**config.mk**
```make
export PLATFORM = sky130hd
export DESIGN_NAME = incr_chain_sched
export DESIGN_NICKNAME = d
export VERILOG_FILES = /design/src/rtl/incr_sched_pkg.sv /design/src/rtl/incr_unit.sv /design/src/rtl/incr_chain_sched.sv
export SDC_FILE = /design/constraint.sdc
export NUM_CORES = 1
export LEC_CHECK = 0
export BUFFER_PORTS_ARGS = -buffer_cell sky130_fd_sc_hd__buf_2
export CORE_ASPECT_RATIO = 0.6
export CORE_MARGIN = 3
export CORE_UTILIZATION = 30
export CTS_BUF_LIST = sky130_fd_sc_hd__clkbuf_8
export DETAILED_ROUTE_END_ITERATION = 6
export PLACE_DENSITY = 0.58
export SYNTH_ARGS = -nofsm -noshare
export SYNTH_HDL_FRONTEND = slang
export SYNTH_SLANG_ARGS = --single-unit
```
**constraint.sdc**
```tcl
create_clock -name clock -period 2.4 [get_ports clock]
set_input_delay 0.36 -clock clock [delete_from_list [all_inputs] [get_ports clock]]
set_output_delay 0.36 -clock clock [all_outputs]
set_load 0.02 [all_outputs]
```
**src/rtl/incr_sched_pkg.sv**
```systemverilog
// ----------------------------------------------------------------------------
// incr_sched_pkg
//   Shared definitions for the chained-increment scheduler:
//     - sched_state_e : controller state (IDLE / RUN / DONE)
//     - *_DEF         : default parameter values for the scheduler
//     - wrap_next     : modulo-n successor, used for the round-robin pointer
// ----------------------------------------------------------------------------
package incr_sched_pkg;

    localparam int WIDTH_DEF  = 8;
    localparam int STEP_W_DEF = 3;
    localparam int N_REQ_DEF  = 4;

    typedef enum logic [1:0] {
        IDLE = 2'd0,
        RUN  = 2'd1,
        DONE = 2'd2
    } sched_state_e;

    // Successor of idx in the ring 0..n-1.
    function automatic int unsigned wrap_next(input int unsigned idx,
                                              input int unsigned n);
        if ((idx + 1) >= n) begin
            return 0;
        end
        return idx + 1;
    endfunction

endpackage

```
**src/rtl/incr_unit.sv**
```systemverilog
// ----------------------------------------------------------------------------
// incr_unit
//   Shared add-one datapath. Purely combinational, wraps modulo 2^WIDTH
//   (the carry out of the top bit is dropped).
//   Ports:
//     a       in  WIDTH  operand
//     add_one out WIDTH  a + 1 (mod 2^WIDTH)
// ----------------------------------------------------------------------------
module incr_unit
    import incr_sched_pkg::*;
#(
    parameter int WIDTH = WIDTH_DEF
) (
    input  logic [WIDTH-1:0] a,
    output logic [WIDTH-1:0] add_one
);

    assign add_one = a + WIDTH'(1);

endmodule

```
**src/rtl/incr_chain_sched.sv**
```systemverilog
// ----------------------------------------------------------------------------
// incr_chain_sched
//   Serialises chained add-one requests from N_REQ clients through a single
//   incr_unit. A request carries an operand and a pass count; the operand is
//   advanced by one per cycle until the count is exhausted, then the result
//   is presented with the owner's index. Round-robin arbitration, one
//   operation in flight.
//   Ports:
//     clock      in   1              system clock
//     reset      in   1              asynchronous active-high reset
//     req_valid  in   N_REQ          per-requester request pending
//     req_data   in   N_REQ*WIDTH    operands, requester i at [i*WIDTH +: WIDTH]
//     req_steps  in   N_REQ*STEP_W   pass counts, requester i at [i*STEP_W +: STEP_W]
//     req_ready  out  N_REQ          one-hot grant (combinational, IDLE only)
//     resp_valid out  1              result available
//     resp_ready in   1              consumer accepts result
//     resp_data  out  WIDTH          result
//     resp_id    out  ID_W           owner of the result
//     busy       out  1              controller not in IDLE
// ----------------------------------------------------------------------------
module incr_chain_sched
    import incr_sched_pkg::*;
#(
    parameter  int N_REQ  = N_REQ_DEF,
    parameter  int WIDTH  = WIDTH_DEF,
    parameter  int STEP_W = STEP_W_DEF,
    localparam int ID_W   = (N_REQ > 1) ? $clog2(N_REQ) : 1
) (
    input  logic                      clock,
    input  logic                      reset,
    input  logic [N_REQ-1:0]          req_valid,
    input  logic [N_REQ*WIDTH-1:0]    req_data,
    input  logic [N_REQ*STEP_W-1:0]   req_steps,
    output logic [N_REQ-1:0]          req_ready,
    output logic                      resp_valid,
    input  logic                      resp_ready,
    output logic [WIDTH-1:0]          resp_data,
    output logic [ID_W-1:0]           resp_id,
    output logic                      busy
);

    sched_state_e      r_state;
    sched_state_e      w_state_nxt;

    logic [WIDTH-1:0]  r_acc;
    logic [STEP_W-1:0] r_remaining;
    logic [ID_W-1:0]   r_owner;
    logic [ID_W-1:0]   r_rr_ptr;

    logic              w_found;
    logic [ID_W-1:0]   w_gidx;
    logic [ID_W:0]     w_scan;
    logic [N_REQ-1:0]  w_grant;
    logic [WIDTH-1:0]  w_sel_data;
    logic [STEP_W-1:0] w_sel_steps;
    logic [WIDTH-1:0]  w_acc_inc;

    // ------------------------------------------------------------------------
    // Round-robin pick: first valid requester at or above r_rr_ptr, wrapping.
    // The scan index is one bit wider so the wrap can be done by a single
    // conditional subtract instead of a modulo. Grants are suppressed while
    // reset is asserted so req_ready reads zero during reset.
    // ------------------------------------------------------------------------
    always_comb begin
        w_found = 1'b0;
        w_gidx  = '0;
        w_scan  = '0;
        if ((r_state == IDLE) && !reset) begin
            for (int k = 0; k < N_REQ; k++) begin
                w_scan = {1'b0, r_rr_ptr} + (ID_W+1)'(k);
                if (w_scan >= (ID_W+1)'(N_REQ)) begin
                    w_scan = w_scan - (ID_W+1)'(N_REQ);
                end
                if (!w_found && req_valid[w_scan[ID_W-1:0]]) begin
                    w_found = 1'b1;
                    w_gidx  = w_scan[ID_W-1:0];
                end
            end
        end
    end

    always_comb begin
        w_grant = '0;
        if (w_found) begin
            w_grant[w_gidx] = 1'b1;
        end
    end

    assign w_sel_data  = req_data[w_gidx*WIDTH +: WIDTH];
    assign w_sel_steps = req_steps[w_gidx*STEP_W +: STEP_W];

    // The single shared incrementer always looks at the current accumulator.
    incr_unit #(
        .WIDTH (WIDTH)
    ) u_incr (
        .a       (r_acc),
        .add_one (w_acc_inc)
    );

    // ------------------------------------------------------------------------
    // Controller
    // ------------------------------------------------------------------------
    always_ff @(posedge clock or posedge reset) begin
        if (reset) begin
            r_state <= IDLE;
        end else begin
            r_state <= w_state_nxt;
        end
    end

    always_comb begin
        w_state_nxt = r_state;
        case (r_state)
            IDLE: begin
                // A zero pass count skips RUN and returns the operand as-is.
                if (w_found) begin
                    w_state_nxt = (w_sel_steps == '0) ? DONE : RUN;
                end
            end
            RUN: begin
                if (r_remaining == STEP_W'(1)) begin
                    w_state_nxt = DONE;
                end
            end
            DONE: begin
                // Returning to IDLE here means no new grant can coincide with
                // the response handshake; arbitration resumes next cycle.
                if (resp_ready) begin
                    w_state_nxt = IDLE;
                end
            end
            default: begin
                w_state_nxt = IDLE;
            end
        endcase
    end

    // ------------------------------------------------------------------------
    // Operation registers
    // ------------------------------------------------------------------------
    always_ff @(posedge clock or posedge reset) begin
        if (reset) begin
            r_acc       <= '0;
            r_remaining <= '0;
            r_owner     <= '0;
            r_rr_ptr    <= '0;
        end else begin
            case (r_state)
                IDLE: begin
                    if (w_found) begin
                        r_acc       <= w_sel_data;
                        r_remaining <= w_sel_steps;
                        r_owner     <= w_gidx;
                    end
                end
                RUN: begin
                    r_acc       <= w_acc_inc;
                    r_remaining <= r_remaining - STEP_W'(1);
                end
                DONE: begin
                    // The winner drops to lowest priority for the next pick.
                    if (resp_ready) begin
                        r_rr_ptr <= ID_W'(wrap_next(32'(r_owner),
                                                    int'(unsigned'(N_REQ))));
                    end
                end
                default: begin
                end
            endcase
        end
    end

    // ------------------------------------------------------------------------
    // Outputs. Response fields are driven from registers and zeroed outside
    // DONE, so they hold steady under backpressure and read zero otherwise.
    // ------------------------------------------------------------------------
    assign req_ready  = w_grant;
    assign busy       = (r_state != IDLE);
    assign resp_valid = (r_state == DONE);
    assign resp_data  = resp_valid ? r_acc   : '0;
    assign resp_id    = resp_valid ? r_owner : '0;

endmodule
```
* Yosys cells after proc, flatten, opt, wreduce, memory -nomap -nowiden
Index checks and enable logic that the tools add are counted. Widths: inputs -> output; s select.
Cells by class: add/sub/neg operators 10, $mul 1, divide/modulo/power cells 0, magnitude comparators 11, eq/ne operators 6, shift-type cells 2, multiplexer cells 47, bitwise gates (word level) 0, reduce and logical (&&, ||, !) cells 17
Operators by type and width (number):
- $mux 2 | 19
- $shiftx 32x6->8 | 1
- $mux 1 | 16
- $mux 8 | 2
- $pmux 8 s2 | 1
- $lt 2x3->1 const B | 5
- $ge 3x3->1 const B | 4
- $shiftx 12x5->3 | 1
- $add 8x1->8 const B | 1
- $bmux 1 s2 | 4
- $sub 2x1->2 const B | 4
- $add 2x1->3 const B | 2
- $add 2x2->3 const B | 2
- $pmux 2 s3 | 1
- $pmux 3 s2 | 1
- $reduce_and 2->1 | 3
- $logic_and 1x1->1 | 5
- $logic_not 1->1 | 4
- $mul 2x2->4 const B | 1
- $mux 4 | 1
- $ne 2x2->1 const B | 2
- $reduce_bool 2->1 | 2
- $eq 3x1->1 const B | 1
- $ge 2x3->1 const B | 1
- 10 further kinds | 10
Word-level totals: register bits after elaboration 17, latch bits 0, RAM bits 0, bits in read-only memories 0, bits of input ports 51, output and inout port bits 16, logic and storage cells 99, memories kept 0

* Depth between registers and ports, before layout
Gate-level depths: netlist (run 1).
depth in word-level cells 25, depth in mapped cells 9, gate-level depth less buffers 7

* Cells and area by module
From an unflattened synthesis (run 1), not the netlist that was laid out.
Unflattened totals: cell total of the unflattened synthesis 172, area, all modules 1637.8 um2
Modules (own cells, without submodules):
- incr_chain_sched | times used 1, cells an instance 156, area each 1521.5 um2, seq. area each 425.4 um2
- incr_unit | times used 1, cells an instance 16, area each 116.4 um2, seq. area each 0.0 um2

* Worst setup path before layout (run 1)
OpenSTA, ideal clock, no wires.
kind reg-to-reg, start register r_state[0], end register r_state[1], library setup time 0.120 ns, data arrival time 2.151 ns, required time 2.280 ns, slack 0.129 ns, cell stages (with the launch flop) 8, buffers on the path 2, clock period less this slack 2.271 ns, cell sequence dfrtp_1 or2_1 buf_6 or4_4 buf_6 nor2_1 a221oi_1 a31o_1
On the way: longest elaborated chain between the ends 9, elaborated cells between the ends (all ways) 16, classes of those cells mul (1); eq/ne (5); shift (1); mux (5); reduce/logical (4)
RTL lines:
- start: declaration | line incr_chain_sched.sv:42 | sched_state_e r_state;
- start signal: assignment | line incr_chain_sched.sv:107 | r_state <= w_state_nxt;
- $logic_not 2->1 | line incr_chain_sched.sv:68, incr_chain_sched.sv:113
- $logic_and 1x1->1 | line incr_chain_sched.sv:68 | if ((r_state == IDLE) && !reset) begin
- $mux 2 | line incr_chain_sched.sv:68
- $mul 2x2->4 | line incr_chain_sched.sv:90 | assign w_sel_steps = req_steps[w_gidx*STEP_W +: STEP_W];
- $shiftx 12x5->3 | line incr_chain_sched.sv:90
- $logic_not 3->1 | line incr_chain_sched.sv:117 | w_state_nxt = (w_sel_steps == '0) ? DONE : RUN;
- $mux 2 | line incr_chain_sched.sv:117
- $mux 2 | line incr_chain_sched.sv:116 | if (w_found) begin
- $pmux 2 s3 | line incr_chain_sched.sv:113 | case (r_state)
Parallel ways exist; a longest one is shown, timed or not. The select of a mux whose other input is x is not followed. A chain may end at the register's enable or synchronous reset.

* Worst setup path in the final report (run 1)
start register r_state[0], end output port req_ready[2]
On the way: longest elaborated chain between the ends 8, elaborated cells between the ends (all ways) 10, classes of those cells order compare (2); mux (5); reduce/logical (3)
RTL lines:
- $logic_not 2->1 * | line incr_chain_sched.sv:68
- $logic_and 1x1->1 * | line incr_chain_sched.sv:68
- $mux 2 | line incr_chain_sched.sv:68
- $lt 2x3->1 (implied by the code) / $ge 2x1->1 (equally long branches) | line incr_chain_sched.sv:85 | w_grant[w_gidx] = 1'b1;
- $logic_and 1x1->1 (implied by the code) | line incr_chain_sched.sv:85
- $mux 1 (implied by the code) | line incr_chain_sched.sv:85
- $demux 1 s2 | line incr_chain_sched.sv:85
- $mux 4 * | line incr_chain_sched.sv:84 | if (w_found) begin
- end: declaration | line incr_chain_sched.sv:34 | output logic [N_REQ-1:0] req_ready,
Every way passes the cells marked *; elsewhere a longest branch is shown, timed or not.

==> summary.md, run 1 <==
| Metric | Value |
|---|---|
| DIE AREA | 5760 µm² |
| Tcrit/Tclk final | 97.2% |
| Setup TNS | 0 ns |
| Synth warn | 0 |
| Fmax | 429 MHz |
| Peak supply drop | 402 µV |
| Antenna violations before repair | 0 |
| Placement Setup Slack | 0.127 ns |
| Gr ovfl total | 0 |
| Worst-Margin Slew | 0.661 ns |
| Internal Pwr Total | 1.08 mW |
| Cell row count | 18 |
| # port buffers | 66 |
| Switching share of total power | 48.3% |
| Iter 0 DRT Violations | 141 |
| Worst-Skew Late Latency | 0.25 ns |
| Die Y | 60.0 µm |
| Root Driver | clkbuf_8 |
| Placeable Area | 4390 µm² |
| Final RePlAce weighted congestion | 0.851 |
| Dpl cell area | 1850 µm² |
| Worst EP arrival | 1.97 ns |
| Synth Instances | 177 |
| IO Pins | 67 |
| TritonCTS Buffers | 3 |
| Library cells used by synthesis | 40 |
| P_sw | 1.01 mW |
| First-pass GRT wire length | 7.02 mm |
| CTS H-tree depth | 1 |
| Worst reg-to-reg path cell count | 6 |
| Syn nets | 232 |
| Outcome | finished clean |
| Clock share of power | 10.4% |
| Clock Path Buffers | 2 |
| Total Wirelength | 4.36 mm |
| Yosys top cell by area | dfrtp_1 |
| Setup slack, reg-to-reg | 0.12 ns |
| Shortest period the worst path allows | 2.33 ns |
| Min-delay worst type | in2async |
| Routed vias | 1,571 |
| Area fraction of the dominant cell type after synthesis | 29.2% |
| DP HPWL | 3.52 mm |
| CTS tree | built |
| Final core occ | 43.7% |
| Setup Crit Path Kind | reg2out |
| Critical R2R Capture | r_state[0] |
| Critical path data required time | 2.04 ns |
| Critical Path Fanout Max | 8 |
| Vias in the first global route | 1,460 |
| Mapped Area | 1460 µm² |
| Critical Path Source Type | register |
| Most frequent cells in the layout | 66 x buf_2, 26 x nand2_1, 17 x dfrtp_1 |
| Vias per cell | 5.17 |
| Worst hold slack | 0.249 ns |
| Worst Setup SP | r_state[0] |
| Largest net degree at the start of global routing | 20 |
| Fin Clk Skew | 0.00591 ns |
| MaxCap Viol Count | 0 |
| Yosys reg bits | 17 |
| Most common cell after layout, fill and taps aside | buf_2 |
| Reg2reg start | r_state[0] |
| CTS sink count | 17 |
| CP endpoint | req_ready[2] |
| Design area | 1920 µm² |
| Reg power frac | 27.9% |
| Seq/Total Area, Yosys | 29.2% |
| Area Growth Syn to Fin | 31.6% |
| Hold Fails Final Rpt | 0 |
| DRC violations left | 0 |
| Critical Path End Type | output port |
| Logic pwr share | 61.7% |
| Initial Utilization | 33.2% |
| # diodes | 0 |
| Power Density | 1090 nW/µm² |
| Die W | 96.0 µm |
| Fin. max-slew vios | 0 |
| Final Net Count | 300 |
| Reg clk slew, reported paths | 0.07 ns |
| # setup viols final | 0 |
| Placed cells | 298 |
| Final cell count without fillers | 304 |
| Synth top area cells | dfrtp_1 29%, mux2i_1 8.2%, nand2_1 6.7%, mux2_2 5.4%, and2_1 5.1% |
| DR WL/cell | 14.3 µm |
| Routed Antenna Nets | 0 |
| Layout cells sized above 1 | 37.7% |
| Global Route Usage Sum | 15.9% |
| P_leak | 0.917 nW |
| Worst slew margin | 55.9% |
| Setup ws final | 0.0675 ns |
| Total power | 2.09 mW |
| RSZ-0062 raised after global routing | false |
| DRT Pass-1 Iters | 4 |
| Avg Synthesized Cell Area | 8.24 µm² |
## cell usage after synthesis (all sizes together)
master   count
nand2       26
dfrtp       17
nor2        14
o21ai       14
a21oi       13
and2        12
mux2i       12
mux2         7
clkbuf       6
nand3        6
inv          5
nor3         5
a221oi       4
ha           4
nand2b       4
a211oi       3
buf          3
nor2b        3
a311oi       2
o22ai        2
or3          2
a221o        1
a2bb2oi      1
a311o        1
a31o         1
nor3b        1
nor4         1
nor4b        1
o211ai       1
o221ai       1
o31ai        1
o32ai        1
or2          1
or4          1
## registers in the layout (all words and copies together) (netlist names)
register and cells:
r_state 2, r_remaining 3, r_acc 8, r_owner 2
r_rr_ptr 2
## cells by family (layout without fill, tap and decap cells)
logic type / count (synthesis) / after routing / synth area share (%)
flip-flops: 17 / 17 / 29.2
AND/OR/NAND/NOR: 77 / 77 / 27.9
AO/OA/AOI/OAI: 46 / 46 / 20.8
multiplexers: 19 / 19 / 13.6
adder cells (fa/ha/maj): 4 / 4 / 3.43
buffers and inverters: 14 / 81 / 5.15
## layout make-up
type	instances	area [µm²]
fillers	474	2470
multi-input cells	146	967
flip-flops and latches	17	425
repair buffers	72	388
well taps	60	75.1
clock buffers	3	41.3
inverters	5	18.8
clock inverters	1	5.00
## repair_timing
item	CTS	global route
gates resized for setup	0	2
setup buffers	0	2
endpoints found under the setup margin	0	5
endpoints found under the hold margin	0	0
hold buffers	0	0
## worst max-delay path, cell delays in order (launching register included)
cell and delay [ns]:
dfrtp_1 0.42, or2_1 0.31, or4_4 0.63, nor2_2 0.17
buf_2 0.18
## how the worst min path moves through the flow
stage                          start  depth (start not counted)          end
after floorplan                reset                          1     r_acc[0]
after global placement    r_state[1]                          1   r_state[0]
after detailed placement  r_state[1]                          1   r_state[0]
after CTS                      reset                          2  r_rr_ptr[1]
after global routing           reset                          2   r_owner[1]
final                          reset                          2  r_rr_ptr[1]
## power by group through the flow
| stage | combinational [mW] | clock (mW) | sequential (mW) |
|---|---|---|---|
| after floorplan | 0.974 | 0 | 0.535 |
| after global placement | 1.26 | 0 | 0.582 |
| after detailed placement | 1.27 | 0 | 0.586 |
| after CTS | 1.27 | 0.223 | 0.581 |
| after global routing | 1.46 | 0.230 | 0.604 |
| final | 1.29 | 0.216 | 0.584 |
## layer usage
metal | track usage (%) | part of all wire [%] | vias to the layer above
met5 | 0 | 0 | -
met4 | 3.04 | 0.71 | 0
met3 | 2.39 | 9.7 | 2
met2 | 21.3 | 38 | 91
met1 | 26.1 | 51 | 701
li1 | - | - | 777
Note: power is estimated with default switching activity, not from simulation.
==> run 2, diff against run 1 <==
--- a/config.mk
+++ b/config.mk
@@ -6,12 +6,14 @@
 export NUM_CORES = 1
 export LEC_CHECK = 0
 export BUFFER_PORTS_ARGS = -buffer_cell sky130_fd_sc_hd__buf_2
+export CELL_PAD_IN_SITES_DETAIL_PLACEMENT = 0
+export CELL_PAD_IN_SITES_GLOBAL_PLACEMENT = 1
 export CORE_ASPECT_RATIO = 0.6
 export CORE_MARGIN = 3
 export CORE_UTILIZATION = 30
 export CTS_BUF_LIST = sky130_fd_sc_hd__clkbuf_8
 export DETAILED_ROUTE_END_ITERATION = 6
-export PLACE_DENSITY = 0.58
+export PLACE_DENSITY = 0.77
 export SYNTH_ARGS = -nofsm -noshare
 export SYNTH_HDL_FRONTEND = slang
 export SYNTH_SLANG_ARGS = --single-unit
==> run 2 against run 1 <==
Net effect: first-iteration DRC count rose by 5.0%; flip-flop and latch count did not move; critical path depth did not move; utilization unchanged; sequential share of layout area stayed put; wire length down 2.1%; non-clock buffer count grew 1; via count down 2.5%; sequential power is essentially flat; critical path type unchanged; largest cell class unchanged.
==> summary.md, run 2 (synthesis results as in run 1) <==
| Metric | Value |
|---|---|
| Biggest register | r_acc |
| Worst-Margin Slew | 0.673 ns (+0.0121 ns) |
| Die Y | 60.0 µm (unchanged) |
| Final cell count without fillers | 305 (+0.33%) |
| Worst slew margin | 55.1% (-0.81 points) |
| Largest net degree at the start of global routing | 20 (unchanged) |
| Hold Fails Final Rpt | 0 (unchanged) |
| Placed cells | 300 (+0.67%) |
| IO Pins | 67 (unchanged) |
| Tcrit/Tclk final | 96.0% (-1.2 points) |
| Min-delay worst type | in2async |
| Layout cells sized above 1 | 37.1% (-0.56 points) |
| Die W | 96.0 µm (unchanged) |
| Routed vias | 1,532 (-2.5%) |
| MaxCap Viol Count | 0 (unchanged) |
| Worst path cell trace | or2_1 -> or4_4 -> nor2_2 -> buf_2 |
| Placeable Area | 4390 µm² (unchanged) |
| Cell row count | 18 (unchanged) |
| Routed Antenna Nets | 0 (unchanged) |
| Antenna violations before repair | 0 (unchanged) |
| Crit path largest cell delay | 0.63 ns (about the same) |
| Power Density | 1090 nW/µm² (about the same) |
| Initial Utilization | 33.2% (unchanged) |
| CTS sink count | 17 (unchanged) |
| DIE AREA | 5760 µm² (unchanged) |
| Fin. max-slew vios | 0 (unchanged) |
| Most frequent cells in the layout | 66 x buf_2, 26 x nand2_1, 17 x dfrtp_1 |
| # diodes | 0 (unchanged) |
| Total Wirelength | 4.26 mm (-2.1%) |
| Setup Crit Path Kind | reg2out |
| Reg clk slew, reported paths | 0.07 ns (about the same) |
| DRC violations left | 0 (unchanged) |
| Critical path data required time | 2.04 ns (about the same) |
| CTS H-tree depth | 1 (unchanged) |
| Area Growth Syn to Fin | 31.6% (unchanged) |
| Vias in the first global route | 1,412 (-3.3%) |
| DR WL/cell | 14.0 µm (-2.4%) |
| Root Driver | clkbuf_8 |
| Global Route Usage Sum | 15.6% (-0.32 points) |
| TritonCTS Buffers | 3 (unchanged) |
| CTS tree | built |
| Fin Clk Skew | 0.00427 ns (-0.00164 ns) |
| Slowest-stage cell, CP | or4_4 |
| Critical Path Source Type | register |
| Hold_buf cts | 0 (unchanged) |
| First-pass GRT wire length | 6.84 mm (-2.6%) |
| Clock Path Buffers | 2 (unchanged) |
| # port buffers | 66 (unchanged) |
| Outcome | finished clean |
| Worst EP arrival | 1.94 ns (-0.03 ns) |
| Vias per cell | 5.02 (-2.8%) |
| Iter 0 DRT Violations | 148 (+5.0%) |
| Most common cell after layout, fill and taps aside | buf_2 |
| Gr ovfl total | 0 (unchanged) |
| Fmax | 434 MHz (+1.2%) |
| Critical Path Fanout Max | 8 (unchanged) |
| # setup viols final | 0 (unchanged) |
| P_leak | 0.923 nW (+0.59%) |
| DP HPWL | 3.45 mm (-2.0%) |
| Max reg flops | 8 (unchanged) |
| Shortest period the worst path allows | 2.30 ns (-0.0288 ns) |
| Critical Path End Type | output port |
| Setup TNS | 0 ns (unchanged) |
| RSZ-0062 raised after global routing | false |
| Peak supply drop | 407 µV (+1.3%) |
| Final Net Count | 301 (+0.33%) |
| Regs by FF count | r_acc x8, r_remaining x3 |
| Final RePlAce weighted congestion | 0.772 (-9.3%) |
| DRT Pass-1 Iters | 4 (unchanged) |
| Worst-Skew Late Latency | 0.26 ns (about the same) |
[run 2: timing repair]
| action | in CTS | in global routing |
|---|---|---|
| endpoints found under the setup margin | 0 | 2 |
| setup buffers | 0 | 1 |
| resized for setup | 0 | 1 |
[run 2: path summary, 6_finish.rpt]
path                                endpoint  slack, ns       start  cells after the start
worst min register to register    r_state[0]       0.48  r_state[1]                      1
worst max register to register    r_state[0]       0.26  r_state[0]                      5
min in group clock               r_rr_ptr[0]       0.42  resp_ready                      3
worst min-delay path             r_rr_ptr[1]       0.25       reset                      2
max in group asynchronous           r_acc[6]       1.72       reset                      2
worst max-delay path            req_ready[2]        0.1  r_state[0]                      4
[run 2: metal layers]
| layer | wire length, µm | part of all wire [%] | vias to the layer above | GRT usage, % |
|---|---|---|---|---|
| li1 | - | - | 777 | - |
| met1 | 2250 | 53 | 685 | 25.9 |
| met2 | 1570 | 37 | 65 | 19.8 |
| met3 | 409 | 9.6 | 5 | 2.39 |
| met4 | 42 | 0.99 | 0 | 4.25 |
| met5 | 0 | 0 | - | 0 |
[run 2: stage by stage]
stage	hold slack (ns)	power [mW]	worst slack (ns)	instance area, µm²	utilization [%]
3_5_place_dp	0.471	1.86	0.216	1870	42.5
4_1_cts	0.267	2.09	0.0204	1910	43.5
2_1_floorplan	0.286	1.51	0.129	1460	-
5_1_grt	0.305	2.28	0.00758	1920	43.7
6_report	0.249	2.09	0.0962	1920	43.7
3_3_place_gp	0.466	1.86	0.251	1870	42.5
[run 2: layout make-up]
class	count	area (µm²)
fillers	474	2470
multi-input cells	146	961
flip-flops and latches	17	425
repair buffers	73	395
well taps	60	75.1
clock buffers	3	41.3
inverters	5	18.8
clock inverters	1	3.75
[run 2: worst max-delay path: cells and delay by family (launching register included)]
family	cells	cell delay [ns]
flops	1	0.42
simple gates	3	1.09
buf+inv	1	0.17
[run 2: power by group]
group          internal [mW]  switching [mW]  total (mW)
Combinational          0.539           0.753        1.29
Clock                  0.114           0.102       0.216
Sequential             0.432           0.149       0.581
Total                   1.08            1.00        2.09
==> run 3, diff against run 2 <==
--- a/config.mk
+++ b/config.mk
@@ -10,10 +10,10 @@
 export CELL_PAD_IN_SITES_GLOBAL_PLACEMENT = 1
 export CORE_ASPECT_RATIO = 0.6
 export CORE_MARGIN = 3
-export CORE_UTILIZATION = 30
+export CORE_UTILIZATION = 34
 export CTS_BUF_LIST = sky130_fd_sc_hd__clkbuf_8
 export DETAILED_ROUTE_END_ITERATION = 6
-export PLACE_DENSITY = 0.77
+export PLACE_DENSITY = 0.85
 export SYNTH_ARGS = -nofsm -noshare
 export SYNTH_HDL_FRONTEND = slang
 export SYNTH_SLANG_ARGS = --single-unit
==> run 3 against run 2 <==
Net effect: count of clock-buffer cells in the layout stayed put; wire length rose by 1.7%; design area grew 0.39%; highest routed layer unchanged.
==> summary.md, run 3 (synthesis results as in run 1) <==
| Metric | Value |
|---|---|
| DRT Pass-1 Iters | 4 (unchanged) |
| Tcrit/Tclk final | 96.4% (+0.45 points) |
| CTS tree | built |
| Hold_buf cts | 0 (unchanged) |
| Cell row count | 17 (-1) |
| Biggest register | r_acc |
| Worst slew margin | 57.1% (+2.0 points) |
| # diodes | 0 (unchanged) |
| Hold Fails Final Rpt | 0 (unchanged) |
| Routed vias | 1,563 (+2.0%) |
| Min-delay worst type | in2async |
| Routed Antenna Nets | 0 (unchanged) |
| Critical path data required time | 2.04 ns (about the same) |
| Placeable Area | 3890 µm² (-11%) |
| Clock Path Buffers | 2 (unchanged) |
| Worst-Skew Late Latency | 0.25 ns (about the same) |
| Slowest-stage cell, CP | or4_4 |
| Total power | 2.13 mW (+1.9%) |
| Root Driver | clkbuf_8 |
| # port buffers | 66 (unchanged) |
| Crit path largest cell delay | 0.55 ns (-0.08 ns) |
| RSZ-0062 raised after global routing | false |
| Most common cell after layout, fill and taps aside | buf_2 |
| Max reg flops | 8 (unchanged) |
| Outcome | finished clean |
| Largest net degree at the start of global routing | 18 (-10%) |
| TritonCTS Buffers | 3 (unchanged) |
| Worst-Margin Slew | 0.643 ns (-0.0299 ns) |
| Iter 0 DRT Violations | 141 (-4.7%) |
| Final cell count without fillers | 304 (-0.33%) |
| Gr ovfl total | 0 (unchanged) |
| Reg clk slew, reported paths | 0.07 ns (about the same) |
| Fin Clk Skew | 0.00344 ns (-0.000832 ns) |
| Layout cells sized above 1 | 38.5% (+1.3 points) |
| CTS sink count | 17 (unchanged) |
| Placed cells | 298 (-0.67%) |
| Most frequent cells in the layout | 65 x buf_2, 26 x nand2_1, 16 x dfrtp_1 |
| Final Net Count | 303 (+0.66%) |
| Antenna violations before repair | 0 (unchanged) |
| Final RePlAce weighted congestion | 0.878 (+14%) |
| Critical Path End Type | output port |
| MaxCap Viol Count | 0 (unchanged) |
| # setup viols final | 0 (unchanged) |
| CTS H-tree depth | 1 (unchanged) |
| Worst path buffer plus inverter count | 2 (+1) |
| Fin. max-slew vios | 0 (unchanged) |
| Vias per cell | 5.14 (+2.4%) |
| DRC violations left | 0 (unchanged) |
| DR WL/cell | 14.3 µm (+2.0%) |
| Area Growth Syn to Fin | 32.2% |
| Critical Path Fanout Max | 15 (+7) |
| Power Density | 1100 nW/µm² (+1.5%) |
| IO Pins | 67 (unchanged) |
| Vias in the first global route | 1,421 (+0.64%) |
| Initial Utilization | 37.5% (+4.3 points) |
| Delay-heaviest family, CP | simple AND/OR/NAND/NOR gates |
| Shortest period the worst path allows | 2.31 ns (+0.0108 ns) |
| Regs by FF count | r_acc x8, r_remaining x3 |
| First-pass GRT wire length | 6.92 mm (+1.2%) |
| Worst path cell trace | nand2_1 -> a311oi_2 -> or4_4 -> buf_6 -> nor2_1 -> buf_4 |
| Total Wirelength | 4.34 mm (+1.7%) |
| Fmax | 432 MHz (-0.47%) |
| Global Route Usage Sum | 16.9% (+1.3 points) |
| Setup Crit Path Kind | reg2out |
| DIE AREA | 5140 µm² (-11%) |
| Peak supply drop | 376 µV (-7.5%) |
| Setup TNS | 0 ns (unchanged) |
| Worst EP arrival | 1.95 ns (about the same) |
| Die W | 90.6 µm (-5.7%) |
| Die Y | 56.7 µm (-5.5%) |
| DP HPWL | 3.56 mm (+3.3%) |
| Critical Path Source Type | register |
| P_leak | 0.930 nW (+0.84%) |
[run 3: cell types whose count changed in the layout (fill, tap and decap cells not counted)]
cell      before  now
dfrtp_1       17   16
buf_2         66   65
inv_1          6    5
buf_12         1    0
buf_4          6    9
or2_1          1    0
clkinv_2       0    1
dfrtp_2        0    1
nor2_2         2    1
nor2_1        11   12
or2_4          0    1
buf_6          0    1
[run 3: timing repair]
| action | CTS | global route |
|---|---|---|
| resized for setup | 1 | 3 |
| setup endpoints to repair | 1 | 1 |
| gates cloned | 0 | 0 |
| pin swaps | 0 | 0 |
| setup buffers | 0 | 2 |
[run 3: per-stage QoR]
| stage | util (%) | hold WS [ns] | setup slack, ns | area, µm² |
|---|---|---|---|---|
| 6_report | 49.5 | 0.239 | 0.0854 | 1930 |
| 3_3_place_gp | 47.7 | 0.461 | 0.266 | 1860 |
| 5_1_grt | 49.5 | 0.307 | 0.0125 | 1930 |
| 4_1_cts | 49.0 | 0.262 | 0.0189 | 1910 |
| 3_5_place_dp | 47.7 | 0.483 | 0.204 | 1860 |
| 2_1_floorplan | - | 0.286 | 0.129 | 1460 |
[run 3: per-layer routing]
layer | wire [µm] | up-vias | share of wire (%) | GRT usage (%)
met4 | 31 | 0 | 0.71 | 3.05
li1 | - | 781 | - | -
met5 | 0 | - | 0 | 0
met1 | 2190 | 680 | 50 | 26.7
met2 | 1520 | 96 | 35 | 21.2
met3 | 593 | 6 | 14 | 6.02
[run 3: final timing paths]
check,start,to,cells past startpoint,slack (ns)
max in group asynchronous,reset,r_state[0],2,1.71
hold / removal,reset,r_state[1],2,0.24
setup / recovery,r_rr_ptr[1],req_ready[3],6,0.09
hold reg to reg,r_owner[1],r_owner[1],2,0.51
setup reg to reg,r_rr_ptr[1],r_state[0],7,0.26
min in group clock,resp_ready,r_rr_ptr[0],3,0.44
[run 3: report_power, final]
group          internal [mW]  total (mW)  switching [mW]  leakage, nW
registers              0.434       0.582           0.148        0.200
clock network          0.115       0.214          0.0992       0.0255
logic                  0.559        1.33           0.774        0.705
[run 3: layout make-up]
class	count	area, µm²
Clock buffer	3	41.3
Clock inverter	1	5.00
Fill cell	385	1960
Inverter	5	18.8
Multi-Input combinational cell	146	961
Sequential cell	17	427
Tap cell	57	71.3
Timing Repair Buffer	75	404
